$ cat src/rtl/i2s_pkg.sv
`default_nettype none
// ============================================================================
//  Module      : i2s_pkg
//  Description : Shared I2S definitions used by the receiver and transmitter.
//                Holds the default sample/slot sizes, the capture state
//                encoding and a helper for sizing the bit counter.
//  Revision    : 1.0  initial release
// ============================================================================
package i2s_pkg;

  // Default audio sample width (bits per channel).
  localparam int c_bitsize_default = 16;
  // Default slot length in sclk periods per channel.
  localparam int c_word_default    = 64;

  // Slot capture states.
  typedef enum logic [1:0] {
    IDLE  = 2'd0,  // no slot boundary seen yet
    SHIFT = 2'd1,  // shifting in sample bits
    PAD   = 2'd2   // sample complete, ignoring slot padding
  } i2s_state_t;

  // Counter width able to hold the values 0..bits.
  function automatic int cnt_width(input int bits);
    return $clog2(bits + 1);
  endfunction

endpackage : i2s_pkg
`default_nettype wire

$ cat src/rtl/i2s_lrclk_edge.sv
`default_nettype none
// ============================================================================
//  Module      : i2s_lrclk_edge
//  Description : Registers word select and flags slot boundaries.
//  Ports       : sclk    - serial bit clock (posedge)
//                rst     - synchronous active-high reset
//                lrclk   - word select from the transmitter
//                lr_edge - high in the cycle lrclk differs from its
//                          registered copy (slot boundary)
//                lr_q    - registered word select = polarity of the slot
//                          currently being captured (0 left, 1 right)
//  Revision    : 1.0  initial release
// ============================================================================
module i2s_lrclk_edge (
  input  logic sclk,
  input  logic rst,
  input  logic lrclk,
  output logic lr_edge,
  output logic lr_q
);

  logic r_lr_q;

  // The register tracks lrclk even while in reset, so the first cycle after
  // reset release never sees a spurious boundary.
  always_ff @(posedge sclk) begin
    r_lr_q <= lrclk;
  end

  assign lr_edge = !rst && (lrclk != r_lr_q);
  assign lr_q    = r_lr_q;

endmodule : i2s_lrclk_edge
`default_nettype wire

$ cat src/rtl/i2s_rx.sv
`default_nettype none
// ============================================================================
//  Module      : i2s_rx
//  Description : I2S receiver. Captures BITSIZE bits MSB-first one sclk after
//                each word-select change, buffers the left sample and
//                publishes a left/right pair once the right sample of the
//                same frame completes. Short slots raise sync_err.
//  Ports       : sclk       - serial bit clock, all logic on posedge
//                rst        - synchronous active-high reset
//                lrclk      - word select (0 left, 1 right)
//                sdata      - serial data, MSB first
//                left_chan  - last complete left sample
//                right_chan - last complete right sample
//                valid      - one-cycle pulse when left/right_chan update
//                sync_err   - one-cycle pulse on a slot shorter than
//                             BITSIZE+1 sclk
//  Revision    : 1.0  initial release
// ============================================================================
module i2s_rx
  import i2s_pkg::*;
#(
  parameter int BITSIZE = c_bitsize_default,
  parameter int WORD    = c_word_default
) (
  input  logic               sclk,
  input  logic               rst,
  input  logic               lrclk,
  input  logic               sdata,
  output logic [BITSIZE-1:0] left_chan,
  output logic [BITSIZE-1:0] right_chan,
  output logic               valid,
  output logic               sync_err
);

  localparam int                 c_cnt_w    = cnt_width(BITSIZE);
  localparam logic [c_cnt_w-1:0] c_last_bit = c_cnt_w'(BITSIZE - 1);
  localparam logic [c_cnt_w-1:0] c_full     = c_cnt_w'(BITSIZE);
  localparam logic [c_cnt_w-1:0] c_one      = c_cnt_w'(1);

  // A slot must carry the delay bit plus every sample bit.
  if (BITSIZE < 2 || WORD < BITSIZE + 1) begin : g_param_check
    $error("i2s_rx: need BITSIZE >= 2 and WORD >= BITSIZE+1");
  end

  logic               w_lr_edge;
  logic               w_lr_q;
  logic [BITSIZE-1:0] w_word;

  i2s_state_t         r_state;
  logic [c_cnt_w-1:0] r_cnt;
  logic [BITSIZE-1:0] r_shift;
  logic [BITSIZE-1:0] r_hold;
  logic               r_left_done;

  i2s_lrclk_edge u_lrclk_edge (
    .sclk    (sclk),
    .rst     (rst),
    .lrclk   (lrclk),
    .lr_edge (w_lr_edge),
    .lr_q    (w_lr_q)
  );

  // Shift register contents including the bit arriving this cycle.
  assign w_word = {r_shift[BITSIZE-2:0], sdata};

  always_ff @(posedge sclk) begin
    if (rst) begin
      r_state     <= IDLE;
      r_cnt       <= '0;
      r_shift     <= '0;
      r_hold      <= '0;
      r_left_done <= 1'b0;
      left_chan   <= '0;
      right_chan  <= '0;
      valid       <= 1'b0;
      sync_err    <= 1'b0;
    end else begin
      valid    <= 1'b0;
      sync_err <= 1'b0;

      if (w_lr_edge) begin
        // sdata this cycle is the last bit of the previous slot; capture
        // starts next cycle. A boundary in mid-capture means the slot was
        // too short: drop the partial word and any buffered left sample.
        if (r_state == SHIFT) begin
          sync_err    <= 1'b1;
          r_left_done <= 1'b0;
        end
        r_state <= SHIFT;
        r_cnt   <= '0;
        r_shift <= '0;
      end else begin
        case (r_state)
          SHIFT: begin
            r_shift <= w_word;
            if (r_cnt == c_last_bit) begin
              // Parked at BITSIZE in PAD; no wrap until the next boundary.
              r_cnt   <= c_full;
              r_state <= PAD;
              if (!w_lr_q) begin
                r_hold      <= w_word;
                r_left_done <= 1'b1;
              end else begin
                // A right sample only publishes when paired with a left
                // sample from the same frame.
                if (r_left_done) begin
                  left_chan  <= r_hold;
                  right_chan <= w_word;
                  valid      <= 1'b1;
                end
                r_left_done <= 1'b0;
              end
            end else begin
              r_cnt <= r_cnt + c_one;
            end
          end
          IDLE, PAD: begin
            // Wait for the next slot boundary.
          end
          default: begin
            r_state <= IDLE;
          end
        endcase
      end
    end
  end

endmodule : i2s_rx
`default_nettype wire

$ cat config.mk
export PLATFORM = sky130hd
export DESIGN_NAME = i2s_rx
export DESIGN_NICKNAME = d
export VERILOG_FILES = /design/src/rtl/i2s_pkg.sv /design/src/rtl/i2s_lrclk_edge.sv /design/src/rtl/i2s_rx.sv
export SDC_FILE = /design/constraint.sdc
export NUM_CORES = 1
export LEC_CHECK = 0
export ABC_AREA = 1
export CORE_UTILIZATION = 60
export CTS_BUF_LIST = sky130_fd_sc_hd__clkbuf_4
export DETAILED_ROUTE_END_ITERATION = 12
export PLACE_DENSITY = 0.85
export SLEW_MARGIN = 0
export SYNTH_ARGS = -nofsm -noshare
export SYNTH_HDL_FRONTEND = slang
export SYNTH_SLANG_ARGS = --single-unit
$ cat constraint.sdc
create_clock -name sclk -period 2.68 [get_ports sclk]
set_input_delay 0.804 -clock sclk [delete_from_list [all_inputs] [get_ports sclk]]
set_output_delay 0.804 -clock sclk [all_outputs]
set_load 0.02 [all_outputs]
Word level (Yosys, flattened, before mapping) --
Cells that the tools add are included.
Operators by class: add/subtract/negate cells 1, multiply operators 0, divide/modulo/power cells 0, magnitude comparators 0, equality and inequality tests 7, shift operators 0, multiplexer cells 11, bitwise gates (word level) 5, reductions and logical operators 13
Operators by type and width (number):
- two-way mux 1 bit | 8
- AND reduction 2 bit | 3
- OR reduction 2 bit | 3
- adder 5 x 1 -> 5 bit (second input constant) | 1
- equality test 5 x 4 -> 1 bit (second input constant) | 1
- two-way mux 5 bit | 1
- NOT 1 bit | 5
- AND reduction 5 bit | 1
- OR reduction 5 bit | 1
- inequality test 2 x 1 -> 1 bit (second input constant) | 2
- one-hot mux 2 bit (2 select lines) | 1
- AND reduction 4 bit | 1
- inequality test 3 x 1 -> 1 bit (second input constant) | 1
- equality test 2 x 1 -> 1 bit (second input constant) | 1
- equality test 2 bit (second input constant) | 1
- zero test 2 bit | 1
- two-way mux 2 bit | 1
- nonzero test 2 bit | 1
- logical AND 1 bit | 1
- zero test 1 bit | 1
- inequality test 1 bit | 1
Storage, ports and cells: bits in registers 74, bits in latches 0, memory bits (writable) 0, memory bits (read-only) 0, input port bits 4, output and inout port bits 34, word-level logic and storage cells 48, memories 0

Longest topological paths before layout --
Gate-level depths: netlist of the first run.
word-level depth 4, depth in mapped cells 10, depth with buffers taken out 9

Cells and area by module --
Synthesis of the first run repeated with hierarchy kept, for this count alone.
Unflattened totals: cell total of the unflattened synthesis 476, area total of the unflattened synthesis 3190.6 µm²
Modules (own cells, without submodules):
- i2s_rx | times used 1, cells each 470, area each 3151.8 µm², seq. area each 1461.4 µm²
- i2s_lrclk_edge | times used 1, cells each 6, area each 38.8 µm², seq. area each 20.0 µm²

Worst setup path after synthesis of the first run --
OpenSTA, ideal clock, no wires.
kind register to register, start point register r_cnt[0], end point register right_chan[8], library setup time 0.115 ns, data arrival time 1.551 ns, required time 2.565 ns, setup slack 1.014 ns, stages on the path, launching flop included 11, path buffers 1, clock period less this slack 1.666 ns, cells stage by stage dfxtp_1 > ha_1 > nand2_1 > nor2_1 > ha_1 > nand3_4 > nor2_4 > buf_2 > nand3_1 > nand2_1 > nor2_1
Between the ends: longest elaborated chain between the ends 2
RTL lines:
- from (decl) | line i2s_rx.sv:50 | logic [c_cnt_w-1:0] r_cnt;
- from (signal assigned) | line i2s_rx.sv:98 | r_cnt <= c_full;
- from (signal assigned) | line i2s_rx.sv:114 | r_cnt <= r_cnt + c_one;
- equality test 5 x 4 -> 1 bit | line i2s_rx.sv:96 | if (r_cnt == c_last_bit) begin
- AND reduction 5 bit (no line)
- to (signal assigned) | line i2s_rx.sv:108 | right_chan <= w_word;
- to (decl) | line i2s_rx.sv:30 | output logic [BITSIZE-1:0] right_chan,
Every way passes these cells. A chain may end at the register's enable or synchronous reset.

Final worst setup path of the first run --
start point register r_cnt[0], end point register right_chan[13]
The elaborated chain is that of the path after synthesis.

==> results.cfg, run 1 <==
[synth]
synth_area_leader_cell = dfxtp_1
synth_fp_nets = 432
yosysTopAreaCellShare_pct = 49.0
synth_seq_area_share_pct = 49.0
synth_seq_cells = 74
yosysWarningCount = 0
synth_area_leaders = dfxtp_1, nand2_1, nor2_1
synth_cells = 425
avgSynthCellArea_sq_um = 7.11
netlist_area_sq_um = 3020
synth_cell_types = 22

[global_routing]
grt-ovfl-total = 0
grt_pass1_vias = 2260
grt_max_degree = 50
grt_pass1_wl_microns = 10000
antenna_found_initial = 0
grt_use_total_pct = 24.4

[routing]
vias = 2667
drtAntennaViolNets = 0
drt_wl_total_microns = 6070
first_pass_iters = 7
vias_per_cell = 5.07
drc = 0
wl_per_cell_microns = 11.5
detail_route.iter0.violations = 229

[placed_design]
place_congestion = 0.843
io_buffers = 37
dp.cells = 510
dp_slack_ps = 426
hpwlAfterDp_microns = 3920
post_dp_cell_area_sq_um = 3410

[setup_path]
crit_path_end_kind = flip-flop
reg2reg_slack_ps = 500
worst_setup_path_start_kind = flip-flop
worstRegToRegCells = 10
required_ps = 2990
endpoint = right_chan[13]$_SDFFE_PP0P_
r2r-end = right_chan[13]$_SDFFE_PP0P_
critPathArrivalTime_ps = 2490
critical_path_class = reg2reg
crit_fanout = 48
rr_startpoint = r_cnt[0]$_SDFFE_PP0P_
startpoint = r_cnt[0]$_SDFFE_PP0P_

[clock_network]
cts.sinks = 74
post_cts_resized = 0
postCtsHoldBufs = 0
cts.path.max_buffers = 2
tritoncts = yes
path_clk_slew_ps = 110
cts_buffers = 9
clk_latency_ps = 400
cts_setup_buffers = 0
cts-root-buf = clkbuf_4
htree_levels = 3

[layout]
drive_gt1_share_pct = 6.10
final_core_util_pct = 73.9
area.growth.synth_to_final_pct = 17.0
design_area_sq_um = 3540
fin_nets = 461
final_cells = 526
n_antenna_cell = 0

[pwr]
peakVddDrop_mv = 0.385
p_leak_nw = 1.30
p_comb_share_pct = 5.7
p_switching_uw = 448
p_clk_share_pct = 35.2
internal_power_mw = 1.43
netSwitchingFraction_pct = 23.9
seqPwrFrac_pct = 59.1
p_per_area_nw_per_um2 = 531
power_mw = 1.88

[die]
die-area_sq_um = 5330
die_h_microns = 73.0
fp.coreArea_sq_um = 4790
row_count = 25
initial_utilization_pct = 63.2
die_w_microns = 73.0
pin_count = 38

[sta]
fin_ws_ps = 496
hold_viol = 0
tightest_slew_ps = 471
rsz0062_at_grt = no
max-slew-margin-rel_pct = 68.6
maxSlewViolCount = 0
finalWorstPathRequiredPeriod_ps = 2180
finalSetupViolCount = 0
fin_tns_setup_ps = 0
fin_skew_ps = 10.3
finalCritPeriodShare_pct = 81.5
fmax_mhz = 458
whs_ps = 484

[hold_path]
hold_start = r_shift[14]$_SDFFE_PP0P_
hold_class = reg2reg

[run_status]
status = finished clean

[job]
cap_violations = 0
power groups by stage:
stage / logic (mW) / clock network [mW] / registers [mW]
after floorplan: 0.0848 / 0 / 1.13
after global placement: 0.105 / 0 / 1.13
after detailed placement: 0.107 / 0 / 1.13
after CTS: 0.107 / 0.660 / 1.11
after global routing: 0.118 / 0.704 / 1.11
final: 0.107 / 0.660 / 1.11
worst min-delay path by stage:
stage | endpoint | depth (start not counted)
finish | r_shift[14]$_SDFFE_PP0P_ | 2
floorplan | r_shift[14]$_SDFFE_PP0P_ | 2
global placement | left_chan[1]$_SDFFE_PP0P_ | 2
global route | r_shift[14]$_SDFFE_PP0P_ | 2
detailed placement | r_shift[14]$_SDFFE_PP0P_ | 2
CTS | r_shift[14]$_SDFFE_PP0P_ | 2
worst max-delay path, cell delays in order (launching register included):
cell	delay (ps)
dfxtp_1	400
ha_1	200
nand2_1	60
nor2_1	130
ha_1	270
nand3_4	130
nor2_4	350
buf_12	270
nand3_1	120
nand2_1	80
nor2_1	40
cell families after synthesis:
logic type | share of synthesized area [%]
AND/OR/NAND/NOR | 30.4
buffers and inverters | 9.81
adder cells (fa/ha/maj) | 1.24
flip-flops | 49.0
AO/OA/AOI/OAI | 9.27
XOR/XNOR | 0.290
registers in the layout, summed over array words and instances, names as in the netlist:
signal             flops
r_hold                16
u_lrclk_edge.lr_q      1
r_state                2
left_chan             16
r_shift               15
sync_err               1
r_left_done            1
valid                  1
right_chan            16
r_cnt                  5
area by class of cell:
class | count | area [sq um]
fillers | 397 | 1250
clock inverters | 5 | 45.0
well taps | 67 | 83.8
multi-input cells | 283 | 1250
inverters | 42 | 158
repair buffers | 44 | 435
flip-flops and latches | 74 | 1480
clock buffers | 11 | 82.6
layout by cell type, fill, tap and decap left out, types with 2 or more instances in the layout:
master and instances:
nand2_1 111, dfxtp_1 74, nor2_1 73, a21oi_1 50
inv_1 38, clkdlybuf4s50_1 37, nand3_1 32, clkbuf_4 11
buf_4 6, inv_2 4, clkinv_1 4, o21ai_1 3
ha_1 3, nor2_2 2, nand3b_1 2
synth_stat cells:
cell type and count:
nand3_1 33, clkbuf_1 6, nand3b_1 2, dfxtp_1 74, buf_4 5, nor2_4 1
nand3_4 1, nand2_1 111, o21a_1 1, inv_2 4, ha_1 3, o21ai_1 3
o31ai_1 1, buf_2 12, nor2_1 73, buf_6 1, nor4_1 1, a21oi_1 50
xor2_1 1, inv_1 38, nor2_2 2, buf_1 2
routing by layer:
| metal | part of all wire [%] | up-vias | GRT usage [%] |
|---|---|---|---|
| met5 | 0 | - | 0 |
| met4 | 1.5 | 0 | 11.1 |
| met3 | 3.8 | 11 | 4.14 |
| met2 | 49 | 64 | 39.9 |
| met1 | 46 | 1209 | 31.6 |
| li1 | - | 1383 | - |
Power figures use the tool's default switching activity.
==> inputs of run 2 (changes only) <==
--- a/config.mk
+++ b/config.mk
@@ -6,10 +6,10 @@
 export NUM_CORES = 1
 export LEC_CHECK = 0
 export ABC_AREA = 1
-export CORE_UTILIZATION = 60
+export CORE_UTILIZATION = 51
 export CTS_BUF_LIST = sky130_fd_sc_hd__clkbuf_4
 export DETAILED_ROUTE_END_ITERATION = 12
-export PLACE_DENSITY = 0.85
+export PLACE_DENSITY = 0.77
 export SLEW_MARGIN = 0
 export SYNTH_ARGS = -nofsm -noshare
 export SYNTH_HDL_FRONTEND = slang
==> constraint.sdc (replaced) <==
create_clock -name sclk -period 1.9 [get_ports sclk]
set_input_delay 0.57 -clock sclk [delete_from_list [all_inputs] [get_ports sclk]]
set_output_delay 0.57 -clock sclk [all_outputs]
set_load 0.02 [all_outputs]
==> run 2 against run 1 <==
Critical path depth increased by 1. First-iteration DRC count decreased by 17%. Non-clock buffer count increased by 10. Critical path type unchanged. Worst hold slack got worse by 6.0 ps. Global-route usage decreased by 2.1 points. Sequential power increased by 41%.
==> results.cfg, run 2 (synthesized netlist as in run 1, its figures left out) <==
[run_status]
status = finished clean

[routing]
drtAntennaViolNets = 0
detail_route.iter0.violations = 191
vias = 2666
wl_per_cell_microns = 11.9
drt_wl_total_microns = 6420
vias_per_cell = 4.93
drc = 0
first_pass_iters = 4

[die]
initial_utilization_pct = 53.9
pin_count = 38
die-area_sq_um = 6240
fp.coreArea_sq_um = 5610
die_h_microns = 79.0
row_count = 27
die_w_microns = 79.0

[layout]
num-fill-cells = 533
reg_top3 = left_chan (16), r_hold (16), right_chan (16)
final_cells = 541
fin_nets = 471
n_antenna_cell = 0
area.growth.synth_to_final_pct = 22.2
final_common_cell = nand2_1
design_area_sq_um = 3690
regArea_sq_um = 1480
mostFrequentLayoutCells = nand2_1, nor2_1, dfxtp_1, a21oi_1, inv_1
multi_input_area_sq_um = 1260
drive_gt1_share_pct = 10.0

[hold_path]
hold_start = r_shift[14]$_SDFFE_PP0P_
hold_class = reg2reg

[clock_network]
tritoncts = yes
cts_buffers = 9
cts-root-buf = clkbuf_4
clk_latency_ps = 420
postCtsHoldBufs = 0
path_clk_slew_ps = 120
cts.path.max_buffers = 2
htree_levels = 3
cts.sinks = 74

[sta]
rsz0062_at_grt = yes
finalWorstPathRequiredPeriod_ps = 1800
tightest_slew_ps = 491
maxSlewViolCount = 0
fin_skew_ps = 9.90
finalSetupViolCount = 0
whs_ps = 478
max-slew-margin-rel_pct = 67.3
fin_tns_setup_ps = 0
fmax_mhz = 555
finalCritPeriodShare_pct = 94.9
hold_viol = 0

[pwr]
power_mw = 2.69
p_leak_nw = 1.55
p_per_area_nw_per_um2 = 727
peakVddDrop_mv = 0.400

[global_routing]
grt_max_degree = 50
antenna_found_initial = 0
grt-ovfl-total = 0
grt_pass1_vias = 2455
grt_pass1_wl_microns = 10800
grt_use_total_pct = 22.4

[setup_path]
rr_startpoint = r_cnt[0]$_SDFFE_PP0P_
critical_path_class = reg2reg
crit_fanout = 14
critPathArrivalTime_ps = 2130
startpoint = r_cnt[0]$_SDFFE_PP0P_
required_ps = 2230
worst_setup_path_start_kind = flip-flop
crit_path_end_kind = flip-flop

[job]
cap_violations = 0

[placed_design]
place_congestion = 0.829
hpwlAfterDp_microns = 4090
dp.cells = 519
io_buffers = 37
post_dp_cell_area_sq_um = 3510
==> run 2: cell types whose count changed in the layout (fill, tap and decap cells not counted), moves of 3 or more <==
cell             previous run  this run
clkdlybuf4s50_1            37         3
dlygate4sd2_1               0        34
buf_12                      1         6
clkinv_1                    4         0
clkinv_2                    0         4
buf_4                       6         9
==> run 2: path summary, 6_finish.rpt <==
kind / to / slack (ps) / cells after the start
max: left_chan[2]$_SDFFE_PP0P_ / 100 / 11
min: r_shift[14]$_SDFFE_PP0P_ / 480 / 2
max reg2reg: left_chan[2]$_SDFFE_PP0P_ / 100 / 11
min reg2reg: r_shift[14]$_SDFFE_PP0P_ / 480 / 2
==> run 2: power by group <==
part	leakage (nW)	internal (mW)	switching [mW]	total (mW)
Clock	0.0759	0.407	0.543	0.950
Combinational	0.879	0.0548	0.116	0.171
Sequential	0.598	1.56	0.00613	1.56
Total	1.55	2.02	0.665	2.69
==> run 2: layer usage <==
metal  wire length (microns)  part of all wire (%)  track usage (%)
met2                    3120                    49             37.3
met1                    2990                    46             27.1
met3                     228                   3.5             4.60
met5                       0                     0                0
met4                      85                   1.3             11.3
==> run 2: worst max-delay path, cell delays in order, from the launching register on <==
cell and delay, ps:
dfxtp_2 360, ha_2 180, nand2_1 60, nor2_2 120, ha_2 240, nand3_4 110, nor2_4 150, buf_4 170
buf_12 130, nand3_1 80, nand2_1 80, nor2_1 40
==> run 2: final cells by class <==
| cell class | count | area share, % |
|---|---|---|
| Timing Repair Buffer | 54 | 15.5 |
| Tap cell | 72 | 2.44 |
| Clock inverter | 6 | 1.56 |
| Sequential cell | 74 | 40.2 |
| Multi-Input combinational cell | 283 | 34.0 |
| Clock buffer | 10 | 2.03 |
| Inverter | 42 | 4.27 |
==> run 2: stage by stage <==
step	util (%)	worst slack [ps]
global placement	62.5	10.4
floorplan	-	234
CTS	65.2	33.1
finish	65.9	97.4
detailed placement	62.5	-75.7
global route	65.9	-40.8
==> run 2: repair_timing <==
action                     CTS  global route
pin swaps                    1             2
setup endpoints to repair   48            32
resized for setup           36             3
gates cloned                 1             1
buffers inserted             3             1
